`src/rtl/fifo_drain_reader.sv`:
```
// Burst-oriented consumer for the 8-bit FIFO: strobes reads, absorbs the 1-cycle read
// latency into a 2-entry skid buffer, and streams bytes out on valid/ready.
// Optional parity output enabled by defining FIFO_DRAIN_PARITY_EN.
module fifo_drain_reader #(
  parameter int BURST_W   = 8,
  parameter int BUF_DEPTH = 2
) (
  input  logic               clk,
  input  logic               rst,
  input  logic               in_start,
  input  logic [BURST_W-1:0] in_burst_len,
  input  logic               in_abort,
  input  logic               fifo_is_empty,
  input  logic [7:0]         fifo_read_data,
  output logic               fifo_read_ctrl,
  output logic               out_valid,
  output logic [7:0]         out_data,
  input  logic               in_ready,
  output logic               out_busy,
  output logic               out_done,
`ifdef FIFO_DRAIN_PARITY_EN
  output logic               out_parity,
`endif
  output logic [BURST_W-1:0] out_count
);

  typedef enum logic [1:0] {
    S_IDLE  = 2'd0,
    S_DRAIN = 2'd1,
    S_FLUSH = 2'd2,
    S_DONE  = 2'd3
  } state_t;

  localparam logic [1:0] DEPTH_C = 2'(BUF_DEPTH);

  state_t             state_r, state_s;
  logic [7:0]         buf_r [0:1];
  logic               rd_ptr_r, wr_ptr_r;
  logic [1:0]         occ_r;
  logic               inflight_r;
  logic [BURST_W-1:0] burst_len_r, reads_issued_r, count_r;
  logic               rd_s, push_s, pop_s;

  function automatic logic byte_parity(input logic [7:0] d);
    return ^d;
  endfunction

  assign push_s = inflight_r;
  assign pop_s  = (occ_r != 2'd0) && in_ready;

  // Next-state and read-strobe decision; abort wins over issuing a read.
  always_comb begin
    state_s = state_r;
    rd_s    = 1'b0;
    case (state_r)
      S_IDLE: begin
        if (in_start) begin
          if (in_burst_len == '0) state_s = S_DONE;
          else                    state_s = S_DRAIN;
        end else begin
          state_s = S_IDLE;
        end
      end
      S_DRAIN: begin
        if (in_abort || (reads_issued_r == burst_len_r)) begin
          state_s = S_FLUSH;
        end else if (!fifo_is_empty && !inflight_r &&
                     ((occ_r + {1'b0, inflight_r}) < DEPTH_C) &&
                     (reads_issued_r < burst_len_r)) begin
          rd_s = 1'b1;
        end else begin
          rd_s = 1'b0;
        end
      end
      S_FLUSH: begin
        if (!inflight_r && (occ_r == 2'd0)) state_s = S_DONE;
        else                                state_s = S_FLUSH;
      end
      S_DONE:  state_s = S_IDLE;
      default: state_s = S_IDLE;
    endcase
  end

  // State, skid buffer and burst counters.
  always_ff @(posedge clk or posedge rst) begin
    if (rst) begin
      state_r        <= S_IDLE;
      buf_r[0]       <= 8'd0;
      buf_r[1]       <= 8'd0;
      rd_ptr_r       <= 1'b0;
      wr_ptr_r       <= 1'b0;
      occ_r          <= 2'd0;
      inflight_r     <= 1'b0;
      burst_len_r    <= '0;
      reads_issued_r <= '0;
      count_r        <= '0;
    end else begin
      state_r    <= state_s;
      inflight_r <= rd_s;
      if (push_s) begin
        buf_r[wr_ptr_r] <= fifo_read_data;
        wr_ptr_r        <= ~wr_ptr_r;
      end
      if (pop_s) rd_ptr_r <= ~rd_ptr_r;
      case ({push_s, pop_s})
        2'b10:   occ_r <= occ_r + 2'd1;
        2'b01:   occ_r <= occ_r - 2'd1;
        default: occ_r <= occ_r;
      endcase
      if ((state_r == S_IDLE) && in_start) begin
        burst_len_r    <= in_burst_len;
        reads_issued_r <= '0;
        count_r        <= '0;
      end else begin
        if (rd_s)  reads_issued_r <= reads_issued_r + BURST_W'(1);
        if (pop_s) count_r        <= count_r + BURST_W'(1);
      end
    end
  end

  assign fifo_read_ctrl = rd_s;
  assign out_valid      = (occ_r != 2'd0);
  assign out_data       = buf_r[rd_ptr_r];
  assign out_busy       = (state_r == S_DRAIN) || (state_r == S_FLUSH);
  assign out_done       = (state_r == S_DONE);
  assign out_count      = count_r;
`ifdef FIFO_DRAIN_PARITY_EN
  assign out_parity     = byte_parity(out_data);
`endif

endmodule

```
`config.mk`:
```
export PLATFORM = sky130hd
export DESIGN_NAME = fifo_drain_reader
export DESIGN_NICKNAME = d
export VERILOG_FILES = /design/src/rtl/fifo_drain_reader.sv
export SDC_FILE = /design/constraint.sdc
export NUM_CORES = 1
export LEC_CHECK = 0
export CAP_MARGIN = 20
export CORE_ASPECT_RATIO = 2
export CORE_MARGIN = 2
export CORE_UTILIZATION = 50
export DETAILED_ROUTE_END_ITERATION = 10
export PLACE_DENSITY = 0.76
export RECOVER_POWER = 50
export SLEW_MARGIN = 5
export SYNTH_ARGS = -nofsm -noshare
export SYNTH_HDL_FRONTEND = slang
export SYNTH_SLANG_ARGS = --single-unit
```
`constraint.sdc`:
```
create_clock -name clk -period 3.8 [get_ports clk]
set_input_delay 0.57 -clock clk [delete_from_list [all_inputs] [get_ports clk]]
set_output_delay 0.57 -clock clk [all_outputs]
set_load 0.02 [all_outputs]
```
# Yosys cells after proc, flatten, opt, wreduce, memory -nomap -nowiden
# Index checks and enable logic that the tools add are counted.
[totals]
register_bits = 47
latchBits = 0
ram_bits = 0
mem_bits_ro = 0
inputBits = 22
elab_cells = 68
n_memories = 0
[op_classes]
n_addsub = 5
n_mul = 0
div_mod_pow = 0
order_cmp = 5
n_eq_ne = 7
shift = 0
mux = 19
n_bitwise = 4
n_reduce_logical = 18
[ops]
columns = ["cell", "n"]
rows = [
  ["$mux W8", 8],
  ["$add A8 B1 Y8 const B", 2],
  ["$bwmux W16", 1],
  ["$demux W8 S1", 1],
  ["$eq A8 B8 Y1", 1],
  ["$logic_not A8 Y1", 1],
  ["$lt A8 B8 Y1", 1],
  ["$pmux W2 S4", 1],
  ["$reduce_bool A2 Y1", 4],
  ["$logic_and A1 B1 Y1", 7],
  ["$eq A2 B2 Y1 const B", 3],
  ["$mux W2", 3],
  ["$eq A2 B1 Y1 const B", 2],
  ["$ge A2 B2 Y1 const B", 2],
  ["$logic_not A2 Y1", 2],
  ["$mux W1", 4],
  ["$not A1 Y2", 2],
  ["$pmux W2 S2", 1],
  ["$add A2 B1 Y2", 1],
  ["$add A2 B1 Y2 const B", 1],
  ["$logic_not A1 Y1", 2],
  ["$logic_or A1 B1 Y1", 2],
  ["$lt A2 B1 Y1 const B", 1],
  ["$lt A2 B2 Y1 const B", 1],
  ["3 further kinds", 4],
]

# Longest topological paths before layout
# Gate-level depths: netlist of the first run.
[depth]
ltp_word = 9
mapped_depth = 8
ltp_nobuf = 7

# Worst setup path before layout of the first run
# Ideal clock, no wire load.
[synth_timing]
kind = "input to output"
start = "in fifo_is_empty"
end = "out fifo_read_ctrl"
t_arrival_ns = 2.000
required_ns = 3.230
path_slack_ns = 1.230
path_stages = 4
path_cell_list = "or4_1 or3_4 buf_2 nor2_1"
[synth_between]
elab_chain_cells = 7
[synth_lines]
columns = ["item", "line_no", "rtl"]
rows = [
  ["start, declared", "13", "input logic fifo_is_empty,"],
  ["$logic_not A1 Y1", "67", "end else if (!fifo_is_empty && !inflight_r &&"],
  ["$logic_and A1 B1 Y1 (2 in series)", "67", ""],
  ["$logic_and A1 B1 Y1", "68", "((occ_r + {1'b0, inflight_r}) < DEPTH_C) &&"],
  ["$mux W1", "67", ""],
  ["$mux W1", "65", "if (in_abort || (reads_issued_r == burst_len_r)) begin"],
  ["$mux W1", "55", "case (state_r)"],
  ["end, declared", "15", "output logic fifo_read_ctrl,"],
]
# No other way between the ends.

# Final worst setup path of the first run
[layout_timing]
start = "reg reads_issued_r[0]"
end = "out fifo_read_ctrl"
[layout_between]
elab_chain_cells = 5
word_cells_on_any_way = 7
[layout_lines]
columns = ["item", "line_no", "rtl"]
rows = [
  ["start, declared", "41", "logic [BURST_W-1:0] burst_len_r, reads_issued_r, count_r;"],
  ["start signal, assigned", "115", "if (rd_s) reads_issued_r <= reads_issued_r + BURST_W'(1);"],
  ["$lt A8 B8 Y1", "69", "(reads_issued_r < burst_len_r)) begin"],
  ["$logic_and A1 B1 Y1", "68", ""],
  ["$mux W1", "67", ""],
  ["$mux W1 (*)", "65", ""],
  ["$mux W1 (*)", "55", ""],
]
# Mark *: on every way between the ends. The rest lies on a longest branch, timed or not.

==> results of run 1 <==
## per-stage QoR
step | instance area [um2] | hold WS, ns | setup WS, ns | total power, W | utilization
4_1_cts | 2935 | 0.4822 | 0.3604 | 0.002089 | 0.6384
5_1_grt | 2939 | 0.5074 | 0.1643 | 0.002223 | 0.6392
2_1_floorplan | 2371 | 0.4417 | 1.230 | 0.001376 | -
6_report | 2939 | 0.4822 | 0.3956 | 0.002067 | 0.6392
3_5_place_dp | 2819 | 0.4582 | 0.3802 | 0.001704 | 0.6131
3_3_place_gp | 2819 | 0.4564 | 0.3977 | 0.001677 | 0.6131
## flip-flops by register name, indices dropped and copies added (netlist names)
| signal | cells |
|---|---|
| buf_r | 16 |
| state_r | 2 |
| occ_r | 2 |
| reads_issued_r | 8 |
| burst_len_r | 8 |
| rd_ptr_r | 1 |
| out_count | 8 |
| inflight_r | 1 |
| wr_ptr_r | 1 |
## placed cells by master (no fill, tap or decap), types with 3 or more instances in the layout
cell,n
nor4_1,3
nand3_1,3
inv_1,13
clkbuf_8,5
dfrtp_1,47
nand4_1,7
or4_1,5
mux2_2,16
a21oi_1,8
ha_1,16
nor2_1,15
xnor2_1,3
o21ai_0,10
xor2_1,9
clkdlybuf4s50_1,40
nand2_1,42
o31ai_1,4
## area by class of cell
class | count | share of cell area
flip-flops and latches | 47 | 0.4002
multi-input cells | 165 | 0.3793
repair buffers | 42 | 0.1409
clock buffers | 5 | 0.02341
well taps | 55 | 0.02341
inverters | 13 | 0.01660
clock inverters | 3 | 0.01618
## worst max-delay path: stages, from the launching register on
cell and delay (ns):
dfrtp_1 0.47, inv_1 0.07, ha_1 0.27, nand4_1 0.09, o21ai_0 0.20, or3_4 0.51, nor2_1 0.26, clkdlybuf4s50_1 0.66
## power by group
| group | total (W) | switching (W) | internal [W] |
|---|---|---|---|
| clock | 0.000375 | 0.000175 | 0.000199 |
| sequential | 0.000818 | 0.000137 | 0.000681 |
| combinational | 0.000875 | 0.000440 | 0.000435 |
| total | 0.00207 | 0.000753 | 0.00131 |
## Yosys cell counts, types with 2 or more instances
library cell	n
dfrtp_1	47
nand2_1	42
ha_1	16
mux2_2	16
nor2_1	15
inv_1	13
o21ai_0	10
xor2_1	9
a21oi_1	8
clkbuf_1	7
nand4_1	7
or4_1	5
o31ai_1	4
and2_1	3
nand3_1	3
nor4_1	3
xnor2_1	3
and3_1	2
mux2i_1	2
nand2b_1	2
nor2b_1	2
## worst paths after layout
path	to	slack [ns]	startpoint
worst min register to register	buf_r[14]$_DFFE_PP0P_	0.48	buf_r[14]$_DFFE_PP0P_
worst min-delay path	buf_r[14]$_DFFE_PP0P_	0.48	buf_r[14]$_DFFE_PP0P_
worst max-delay path	fifo_read_ctrl	0.40	reads_issued_r[0]$_DFFE_PP0P_
max in group asynchronous	reads_issued_r[6]$_DFFE_PP0P_	0.87	rst
min in group asynchronous	buf_r[3]$_DFFE_PP0P_	0.59	rst
worst max register to register	reads_issued_r[6]$_DFFE_PP0P_	1.45	reads_issued_r[0]$_DFFE_PP0P_
## metal layers
layer / share of wire / up-vias / track usage / routed length (um)
met2: 0.56 / 36 / 0.3615 / 2660
met1: 0.39 / 842 / 0.2154 / 1844
met4: 0.017 / 0 / 0.08876 / 82
met5: 0 / - / 0 / 0
met3: 0.030 / 5 / 0.03835 / 143
li1: - / 886 / - / -
## cell families after synthesis
family,after synthesis,synth area share
muxes,18,0.08443
and+or+nand+nor,88,0.1747
AOI/OAI and AO/OA,31,0.08233
buffers and inverters,21,0.03377
xor gates and xnor gates,12,0.04433
DFF,47,0.4960
adders and majority gates,16,0.08443
==> results.sh, run 1 <==
export IMPL_rsz0062_at_grt="false"
export IMPL_wl_per_cell_um=14.33
export IMPL_hold_violations=0
export IMPL_cts_repair_resized=0
export IMPL_max_slew_margin_rel=-0.4934
export IMPL_pin_count=42
export IMPL_drt_pass1_iter_count=4
export IMPL_clk_pin_slew_worst_paths_ns=0.09
export IMPL_cts_path_max_buffers=2
export IMPL_yosysTopAreaCellShare=0.4960
export IMPL_cts_num_sinks=47
export IMPL_cp_arrival_ns=2.83
export IMPL_postSynthCellCount=233
export IMPL_design_die_area_um2=5342
export IMPL_gp_routability_congestion=0.8488
export IMPL_antenna_found_initial=0
export IMPL_dpl_hpwl_mm=3.511
export IMPL_start_util=0.5156
export IMPL_final_setup_skew_ns=0.009628
export IMPL_start_kind="flop"
export IMPL_required_ns=3.23
export IMPL_max_slew_worst_pin_slew_ns=2.240
export IMPL_area_growth_pct=23.96
export IMPL_syn_mean_instance_area_um2=10.18
export IMPL_grt_pass1_vias=1764
export IMPL_core_region_area_um2=4598
export IMPL_yosysWarnings=0
export IMPL_fin_setup_tns_ns=0
export IMPL_async_flop_share=1.000
export IMPL_holdBufCountCts=0
export IMPL_final_nets=312
export IMPL_syn_area_um2=2371
export IMPL_worst_setup_path_type="reg2out"
export IMPL_dpl_cell_count=321
export IMPL_track_usage=0.1996
export IMPL_numCtsBuffers=5
export IMPL_cts_setup_buffers=0
export IMPL_crit_fanout=14
export IMPL_grt_pass1_wl_mm=7.838
export IMPL_via_count=1769
export IMPL_drt_total_wl_mm=4.730
export IMPL_status="complete, but fails checks"
export IMPL_clk_latency_ns=0.30
export IMPL_cts_root_buf="clkbuf_8"
export IMPL_fill_cells=378
export IMPL_fmax_mhz=293.7
export IMPL_drt_iter0_drc=43
export IMPL_ant_nets=0
export IMPL_setup_viol=0
export IMPL_failed_checks="capacitance limit, slew limit"
export IMPL_synth_top_area_cell="dfrtp_1"
export IMPL_rr_worst_depth=7
export IMPL_grt_max_degree=48
export IMPL_p_leak_nw=1.313
export IMPL_antennaDiodeCount=0
export IMPL_hold_path_class="reg2reg"
export IMPL_synth_edff_count=0
export IMPL_port_buffer_count=41
export IMPL_finalMaxSlewViolations=44
export IMPL_ir_worst_vdd_mv=0.5019
export IMPL_cts_tree="built"
export IMPL_synth_area_leaders="dfrtp_1 50%, ha_1 8.4%, mux2_2 7.6%"
export IMPL_multi_input_area_um2=1115
export IMPL_synth_cell_types=35
export IMPL_viasPerCell=5.361
export IMPL_synth_nets=271
export IMPL_yosysSeqAreaShare=0.4960
export IMPL_seq_area_um2=1176
export IMPL_die_w_um=52.70
export IMPL_drc_errors=0
export IMPL_fin_cells=330
export IMPL_whs_path_depth=2
export IMPL_crit_path_end_kind="output pin"
export IMPL_synth_ff_type="dfrtp_1"
export IMPL_synth_seq_cells=47
export IMPL_rows=35
export IMPL_h_tree_depth=2
export IMPL_min_period_ns=3.404
export IMPL_die_height_um=101.4
export IMPL_max_cap_violations=1
export IMPL_drive_gt1_frac=0.09455
export IMPL_cellPowerDensity_nw_per_um2=703.4
export IMPL_overflow=0
export IMPL_min_period_over_period=0.8959
No activity file was read; power rests on OpenSTA's default activity.
==> inputs of run 2 (changes only) <==
--- a/config.mk
+++ b/config.mk
@@ -13,4 +13,5 @@
 export PLACE_DENSITY = 0.76
 export RECOVER_POWER = 50
+export SKIP_LAST_GASP = 1
 export SLEW_MARGIN = 5
 export SYNTH_ARGS = -nofsm -noshare
==> constraint.sdc (replaced) <==
create_clock -name clk -period 3.8 [get_ports clk]
set_input_delay 0.57 -clock clk [delete_from_list [all_inputs] [get_ports clk]]
set_output_delay 0.57 -clock clk [all_outputs]
set_load 0.1 [all_outputs]
==> run 2 against run 1 <==
Compared with the run above: the flow still finishes with violations (capacitance limit, slew limit); sequential cell count is the same; via count grew 0.96%; die area is the same; clock power is essentially flat; critical path depth shrank 1; wire length grew 0.99%; fmax grew 9.8%; critical path type unchanged; largest cell class unchanged; largest power group unchanged.
==> results.sh, run 2 (synthesis gave the netlist of run 1 again) <==
export IMPL_fin_setup_tns_ns=0
export IMPL_overflow=0
export IMPL_cts_root_buf="clkbuf_8"
export IMPL_port_buffer_count=41
export IMPL_antenna_found_initial=0
export IMPL_h_tree_depth=2
export IMPL_failed_checks="capacitance limit, slew limit"
export IMPL_die_height_um=101.4
export IMPL_crit_path_end_kind="output pin"
export IMPL_crit_buf_inv=1
export IMPL_max_slew_margin_rel=-0.1666
export IMPL_wl_met2_mm=2.681
export IMPL_min_period_over_period=0.8158
export IMPL_gp_routability_congestion=0.8558
export IMPL_clk_pin_slew_worst_paths_ns=0.09
export IMPL_cts_path_max_buffers=2
export IMPL_pin_count=42
export IMPL_drt_iter0_drc=20
export IMPL_core_region_area_um2=4598
export IMPL_antennaDiodeCount=0
export IMPL_drc_errors=0
export IMPL_start_util=0.5156
export IMPL_via_count=1786
export IMPL_final_nets=311
export IMPL_required_ns=3.23
export IMPL_cp_slowest_cell="a21oi_1"
export IMPL_drt_pass1_iter_count=4
export IMPL_cts_num_sinks=47
export IMPL_cts_tree="built"
export IMPL_start_kind="flop"
export IMPL_most_common_layout_cells="47 x dfrtp_1, 42 x nand2_1, 39 x clkdlybuf4s50_1"
export IMPL_top_register="buf_r"
export IMPL_hold_violations=0
export IMPL_design_die_area_um2=5342
export IMPL_cp_arrival_ns=2.53
export IMPL_max_cap_violations=1
export IMPL_largest_reg_flops=16
export IMPL_cts_setup_buffers=0
export IMPL_dp_slack_ns=0.7378
export IMPL_max_slew_worst_pin_slew_ns=1.748
export IMPL_viasPerCell=5.429
export IMPL_holdBufCountCts=0
export IMPL_ant_nets=0
export IMPL_wl_met3_um=171
export IMPL_die_w_um=52.70
export IMPL_min_period_ns=3.100
export IMPL_path_cells="ha_1, nor2b_1, o211ai_1, a21oi_1, nor2_1, buf_12"
export IMPL_drt_total_wl_mm=4.777
export IMPL_layout_commonest_cell="dfrtp_1"
export IMPL_rows=35
export IMPL_grt_pass1_wl_mm=7.838
export IMPL_grt_pass1_vias=1772
export IMPL_drive_gt1_frac=0.09854
export IMPL_rsz0062_at_grt="false"
export IMPL_dr_max_layer_used="met4"
export IMPL_track_usage=0.1987
export IMPL_area_growth_pct=24.17
export IMPL_finalMaxSlewViolations=48
export IMPL_cp_slowest_stage_delay_ns=0.70
export IMPL_worst_setup_path_type="reg2out"
export IMPL_cts_repair_resized=0
export IMPL_wl_per_cell_um=14.52
export IMPL_fmax_mhz=322.6
export IMPL_hold_path_class="reg2reg"
export IMPL_placed_area_um2=2829
export IMPL_p_leak_nw=1.313
export IMPL_setup_ws_ns=0.7000
export IMPL_cellPowerDensity_nw_per_um2=906.9
export IMPL_wl_met1_mm=1.805
export IMPL_ir_worst_vdd_mv=0.7266
export IMPL_final_area_um2=2944
export IMPL_status="complete, but fails checks"
export IMPL_clk_latency_ns=0.31
export IMPL_numCtsBuffers=5
export IMPL_setup_viol=0
export IMPL_grt_max_degree=48
export IMPL_fill_cells=404
export IMPL_final_setup_skew_ns=0.009036
export IMPL_cp_top_family="compound AO/OA/AOI/OAI gates"
export IMPL_dpl_hpwl_mm=3.645
export IMPL_crit_fanout=14
==> run 2: changes by cell type in the layout (fill, tap and decap cells not counted), sizes merged <==
cell | before | now
clkbuf | 6 | 5
clkdlybuf4s50 | 40 | 39
clkinv | 1 | 0
buf | 0 | 1
clkinvlp | 0 | 1
==> run 2: layout make-up <==
type,instances,area [um2],share of cell area
Clock inverter,3,46.29,0.01572
Tap cell,55,68.82,0.02337
Clock buffer,5,68.82,0.02337
Timing Repair Buffer,41,420.4,0.1428
Multi-Input combinational cell,165,1115,0.3787
Inverter,13,48.80,0.01657
Sequential cell,47,1176,0.3995
==> run 2: metal layers <==
metal / up-vias / global-route usage
met3: 10 / 0.04130
met2: 34 / 0.3587
met4: 0 / 0.09467
li1: 880 / -
met1: 862 / 0.2107
met5: - / 0
==> run 2: stage by stage <==
| stage | cells | hold WS, ns | utilization | power (W) |
|---|---|---|---|---|
| after floorplan | 233 | 0.4417 | - | 0.001992 |
| after global placement | 321 | 0.4560 | 0.6152 | 0.002283 |
| final | 329 | 0.4842 | 0.6403 | 0.002670 |
| after global routing | 329 | 0.5173 | 0.6403 | 0.002823 |
| after CTS | 329 | 0.4896 | 0.6403 | 0.002700 |
| after detailed placement | 321 | 0.4662 | 0.6152 | 0.002320 |
==> run 2: tightest hold or removal path, stage by stage (launching register included) <==
cell and delay, ns:
dfrtp_1 0.35, nand2_1 0.05, nand2_1 0.06
==> run 2: final timing paths <==
path / startpoint / to / slack [ns] / depth (start not counted)
worst max-delay path: reads_issued_r[1]$_DFFE_PP0P_ / fifo_read_ctrl / 0.70 / 6
max in group asynchronous: rst / out_count[1]$_DFFE_PP0P_ / 1.52 / 2
worst min-delay path: buf_r[11]$_DFFE_PP0P_ / buf_r[11]$_DFFE_PP0P_ / 0.48 / 2
worst max register to register: reads_issued_r[1]$_DFFE_PP0P_ / reads_issued_r[2]$_DFFE_PP0P_ / 1.44 / 6
worst min register to register: buf_r[11]$_DFFE_PP0P_ / buf_r[11]$_DFFE_PP0P_ / 0.48 / 2
min in group asynchronous: rst / buf_r[8]$_DFFE_PP0P_ / 1.25 / 2
==> run 2: where the power goes <==
group	total [W]	internal (W)	leakage [nW]	switching, W
clock network	0.000372	0.000198	0.0548	0.000174
logic	0.00148	0.000434	0.667	0.00105
registers	0.000815	0.000680	0.591	0.000134
total	0.00267	0.00131	1.31	0.00136
